$ cat src/rtl/ascon_img_block_ctrl.sv
// Packs an image byte stream into plaintext blocks, runs one encryption per block,
// and serializes {ciphertext, tag} records onto an output byte stream.
module ascon_img_block_ctrl #(
    parameter int unsigned Y_BITS = 40,
    parameter int unsigned L_BITS = 40,
    parameter int unsigned K_BITS = 128
) (
    input  logic              clk,
    input  logic              rst,
    input  logic              frame_start,
    input  logic [K_BITS-1:0] key,
    input  logic [127:0]      nonce_base,
    input  logic              s_valid,
    output logic              s_ready,
    input  logic [7:0]        s_data,
    input  logic              s_last,
    output logic              enc_start,
    output logic [K_BITS-1:0] enc_key,
    output logic [127:0]      enc_nonce,
    output logic [L_BITS-1:0] enc_ad,
    output logic [Y_BITS-1:0] enc_pt,
    input  logic              enc_ready,
    input  logic [Y_BITS-1:0] enc_ct,
    input  logic [127:0]      enc_tag,
    output logic              m_valid,
    input  logic              m_ready,
    output logic [7:0]        m_data,
    output logic              m_last,
    output logic              m_frame_last,
    output logic              busy
);
    localparam int unsigned NB      = Y_BITS / 8;
    localparam int unsigned SR_BITS = Y_BITS + 128;
    localparam int unsigned OB      = NB + 16;
    localparam int unsigned OW      = $clog2(OB);
    localparam int unsigned BW      = L_BITS - 8;

    typedef enum logic [2:0] {IDLE, FILL, LAUNCH, WAIT, DRAIN} state_t;

    state_t             state;
    logic [7:0]         cnt;
    logic [BW-1:0]      blk_idx;
    logic               last_blk;
    logic [SR_BITS-1:0] sr;
    logic [OW-1:0]      ocnt;
    logic               out_end;

    assign out_end      = (ocnt == OW'(OB - 1));
    assign s_ready      = (state == FILL);
    assign m_valid      = (state == DRAIN);
    assign m_data       = sr[SR_BITS-1 -: 8];
    assign m_last       = m_valid && out_end;
    assign m_frame_last = m_last && last_blk;
    assign busy         = (state != IDLE);
    // The release pulse must coincide with the first enc_ready cycle, so it is decoded, not registered.
    assign enc_start    = (state == LAUNCH) || ((state == WAIT) && enc_ready);

    always_ff @(posedge clk) begin
        if (rst) begin
            state     <= IDLE;
            cnt       <= '0;
            blk_idx   <= '0;
            last_blk  <= 1'b0;
            sr        <= '0;
            ocnt      <= '0;
            enc_key   <= '0;
            enc_nonce <= '0;
            enc_ad    <= '0;
            enc_pt    <= '0;
        end else begin
            case (state)
                IDLE: begin
                    if (frame_start) begin
                        enc_key   <= key;
                        enc_nonce <= nonce_base;
                        blk_idx   <= '0;
                        cnt       <= '0;
                        enc_pt    <= '0;
                        state     <= FILL;
                    end
                end
                FILL: begin
                    if (s_valid) begin
                        for (int unsigned i = 0; i < NB; i++) begin
                            if (32'(cnt) == i) enc_pt[Y_BITS-1-8*i -: 8] <= s_data;
                        end
                        cnt <= cnt + 8'd1;
                        if ((32'(cnt) == NB - 1) || s_last) begin
                            enc_ad   <= {blk_idx, cnt + 8'd1};
                            last_blk <= s_last;
                            state    <= LAUNCH;
                        end
                    end
                end
                LAUNCH: state <= WAIT;
                WAIT: begin
                    if (enc_ready) begin
                        sr    <= {enc_ct, enc_tag};
                        ocnt  <= '0;
                        state <= DRAIN;
                    end
                end
                DRAIN: begin
                    if (m_ready) begin
                        sr   <= {sr[SR_BITS-9:0], 8'h00};
                        ocnt <= ocnt + OW'(1);
                        if (out_end) begin
                            ocnt <= '0;
                            if (last_blk) begin
                                state <= IDLE;
                            end else begin
                                // Nonce tracks nonce_base + blk_idx incrementally, wrapping at 2^128.
                                blk_idx   <= blk_idx + BW'(1);
                                enc_nonce <= enc_nonce + 128'd1;
                                cnt       <= '0;
                                enc_pt    <= '0;
                                state     <= FILL;
                            end
                        end
                    end
                end
                default: state <= IDLE;
            endcase
        end
    end
endmodule

$ cat config.mk
export PLATFORM = sky130hd
export DESIGN_NAME = ascon_img_block_ctrl
export DESIGN_NICKNAME = d
export VERILOG_FILES = /design/src/rtl/ascon_img_block_ctrl.sv
export SDC_FILE = /design/constraint.sdc
export NUM_CORES = 1
export LEC_CHECK = 0
export CORE_AREA = 2 2 304 306
export CTS_CLUSTER_SIZE = 40
export DETAILED_ROUTE_END_ITERATION = 12
export DIE_AREA = 0 0 306 308
export PLACE_DENSITY_LB_ADDON = 0.08
export SYNTH_ARGS = -nofsm -noshare
export SYNTH_HDL_FRONTEND = slang
export SYNTH_SLANG_ARGS = --single-unit
$ cat constraint.sdc
create_clock -name clk -period 8.1 [get_ports clk]
set_input_delay 2.025 -clock clk [delete_from_list [all_inputs] [get_ports clk]]
set_output_delay 2.025 -clock clk [all_outputs]
set_load 0.005 [all_outputs]
==> flow_summary.json <==
{
  "die_height_um": 308,
  "layout-drive-gt1-share": 0.0456,
  "synthTopCellsByArea": "dfxtp_1 (42%), nand2_1 (12%), nor2_1 (5.7%)",
  "timing.critical_path.cells": "clkdlybuf4s50_1, nor2b_1, nor3b_1, clkdlybuf4s50_1",
  "grt_remaining_overflow": 0,
  "slew_viol_final": 0,
  "vdd_ir_drop_max_uv": 162,
  "cts_tree": "yes",
  "floorplan.initialDensity": 0.290,
  "outcome": "finished, final reports clean",
  "drv_cap": 0,
  "synth_edf_count": 0,
  "worstSetupEndpointType": "output pin",
  "synth_nets": 3968,
  "reg2reg_depth": 7,
  "rsz0062_at_grt": "no",
  "ios": 789,
  "wl_per_cell_um": 23.5,
  "grt_antenna_before_repair": 28,
  "maxSlewHeadroom": 0.184,
  "cts_resized": 0,
  "cts_htree_levels": 3,
  "vias": 28800,
  "finalHoldViolCount": 0,
  "p_switching_uw": 2650,
  "startpoint_type": "input port",
  "synthArstFlopShare": 0,
  "nets": 4583,
  "clock-sinks": 553,
  "row_count": 111,
  "crit_fanout": 3,
  "clock_latency_ns": 0.64,
  "hold_depth": 2,
  "drt.antenna.violating_nets": 0,
  "required_ns": 6.08,
  "numCtsBuffers": 70,
  "first_pass_iters": 5,
  "dp.cells": 5250,
  "grt_pass1_wl_um": 184000,
  "area_growth_pct": 42.0,
  "yosysWarnings": 0,
  "reg2reg_from": "state[2]",
  "drt_iter0_markers": 2599,
  "worst_pin_slew_ns": 1.21,
  "numPortBuffers": 788,
  "p_leak_uw": 0.0127,
  "clockPowerShare": 0.382,
  "final-instance-count-excl-fill": 5386,
  "synthFlopType": "dfxtp_1",
  "synthTopCellsByCount": "nand2_1 (835), dfxtp_1 (553), nor2_1 (400)",
  "grt_pass1_vias": 27100,
  "fmax_mhz": 180,
  "slowest_stage": "clkdlybuf4s50_1",
  "finalSetupViolCount": 0,
  "gp_congestion": 0.919,
  "tns_ns": 0,
  "cts_root_buf": "clkbuf_16",
  "synthCells": 3521,
  "netlist_area_um2": 26400,
  "post-synth-top-area-cell": "dfxtp_1",
  "yosysMostFrequentCell": "nand2_1",
  "finClkSkew_ns": 0.0315,
  "drt_wl_total_um": 126000,
  "intPower_uw": 5780,
  "critical_path_class": "in -> out",
  "grt_usage": 0.257,
  "min_period_over_period": 0.686,
  "grt_max_degree": 191,
  "cpMostUsedCell": "clkdlybuf4s50_1",
  "final.fill_count": 9502,
  "avgSynthCellArea_um2": 7.50,
  "min-delay-start": "enc_key[94]",
  "viasPerCell": 5.36,
  "synth_top_area_frac": 0.419,
  "power_density_nw_per_um2": 225,
  "synth-seq-cells": 553,
  "drc_errors": 0,
  "post_cts_buffers": 0,
  "worstPathArrival_ns": 3.53,
  "combPwrFrac": 0.225,
  "switching_share": 0.314,
  "hold_path_class": "reg -> reg",
  "seq_area_frac_synth": 0.419,
  "dieWidth_um": 306,
  "hpwl_um": 90900,
  "min_period_ns": 5.56,
  "max_stage_delay_ns": 0.59,
  "cp-startpoint": "enc_ready",
  "dieArea_um2": 94200,
  "seq_power_share": 0.393,
  "cts_max_path_buffers": 3,
  "ys_types": 70,
  "ctsHoldBuffers": 0,
  "clkTransAtPathRegs_ns": 0.06,
  "core_area_um2": 91000
}
==> flip-flops by register name (all words and copies together) (netlist names) <==
name and flops:
enc_nonce 128, enc_pt 40, state 3, blk_idx 32
enc_key 128, enc_ad 40, sr 168, last_blk 1
cnt 8, ocnt 5
==> routing by layer <==
layer	up-vias	part of all wire	track usage
li1	13800	-	-
met2	1114	0.48	0.429
met4	18	0.028	0.0811
met5	-	0.00090	0
met3	193	0.081	0.0658
met1	13700	0.41	0.323
==> path summary, 6_finish.rpt <==
path | to | slack (ns)
worst max-delay path | enc_start | 2.54
worst min-delay path | enc_key[94] | 0.45
worst max register to register | sr[147] | 3.62
worst min register to register | enc_key[94] | 0.45
==> layout by cell type (no fill, tap or decap), drive strengths merged, types with 9 or more instances in the layout <==
cell | Yosys | layout
o311ai | 9 | 9
o32ai | 10 | 10
o211ai | 13 | 13
clkinv | 0 | 18
nand4 | 110 | 110
nor3 | 91 | 91
a21oi | 266 | 266
or4 | 27 | 27
a311oi | 165 | 165
o21ai | 66 | 66
a211oi | 15 | 15
nand2 | 835 | 835
nor2 | 400 | 400
o31ai | 19 | 19
nand4b | 12 | 12
a31oi | 46 | 46
xnor2 | 19 | 19
nand2b | 10 | 10
clkdlybuf4s50 | 0 | 787
buf | 35 | 42
and2 | 22 | 22
inv | 32 | 34
and3 | 53 | 53
clkbuf | 251 | 100
or3 | 38 | 38
nand3 | 106 | 106
a22oi | 30 | 30
xor2 | 18 | 18
mux2i | 49 | 49
o22ai | 12 | 12
dfxtp | 553 | 553
a21o | 13 | 13
nor4 | 61 | 61
and4 | 27 | 27
diode | 0 | 11
==> power groups by stage <==
stage | Combinational (uW) | Sequential [uW] | Clock [uW]
6_report | 1900 | 3310 | 3220
3_3_place_gp | 1920 | 3350 | 0
3_5_place_dp | 1920 | 3350 | 0
5_1_grt | 2070 | 3350 | 3430
2_1_floorplan | 891 | 3250 | 0
4_1_cts | 1930 | 3300 | 3320
==> kinds of logic after synthesis <==
| logic type | after synthesis | synth area share |
|---|---|---|
| compound gates | 723 | 0.183 |
| xor+xnor | 37 | 0.0123 |
| fa+ha+maj | 8 | 0.00379 |
| buf+inv | 318 | 0.0467 |
| flops | 553 | 0.419 |
| mux | 52 | 0.0199 |
| simple gates | 1830 | 0.315 |
==> per-stage QoR <==
step                      total power [uW]   util  hold WS, ns  instance area, um^2  worst slack, ns
after global placement                5270  0.386        0.440                35100             2.55
after global routing                  8840  0.412        0.466                37500             2.54
after detailed placement              5270  0.386        0.446                35100             2.54
after CTS                             8550  0.412        0.436                37500             2.52
after floorplan                       4140      -        0.444                26400             3.82
final                                 8430  0.412        0.450                37500             2.54
==> critical path, delay by kind of cell <==
family	cells	cell delay (ns)
AND/OR/NAND/NOR	2	0.42
buffers and inverters	2	1.08
==> cell type report <==
type / count / area, um^2 / area share
antenna: 11 / 27.5 / 0.000734
clock buffer: 100 / 2050 / 0.0546
clock inverter: 25 / 298 / 0.00794
inverter: 32 / 128 / 0.00340
multi-input combinational: 2650 / 14200 / 0.378
sequential: 553 / 11100 / 0.295
tap: 1186 / 1480 / 0.0396
timing repair buffer: 829 / 8250 / 0.220
Note: power is estimated with default switching activity, not from simulation.
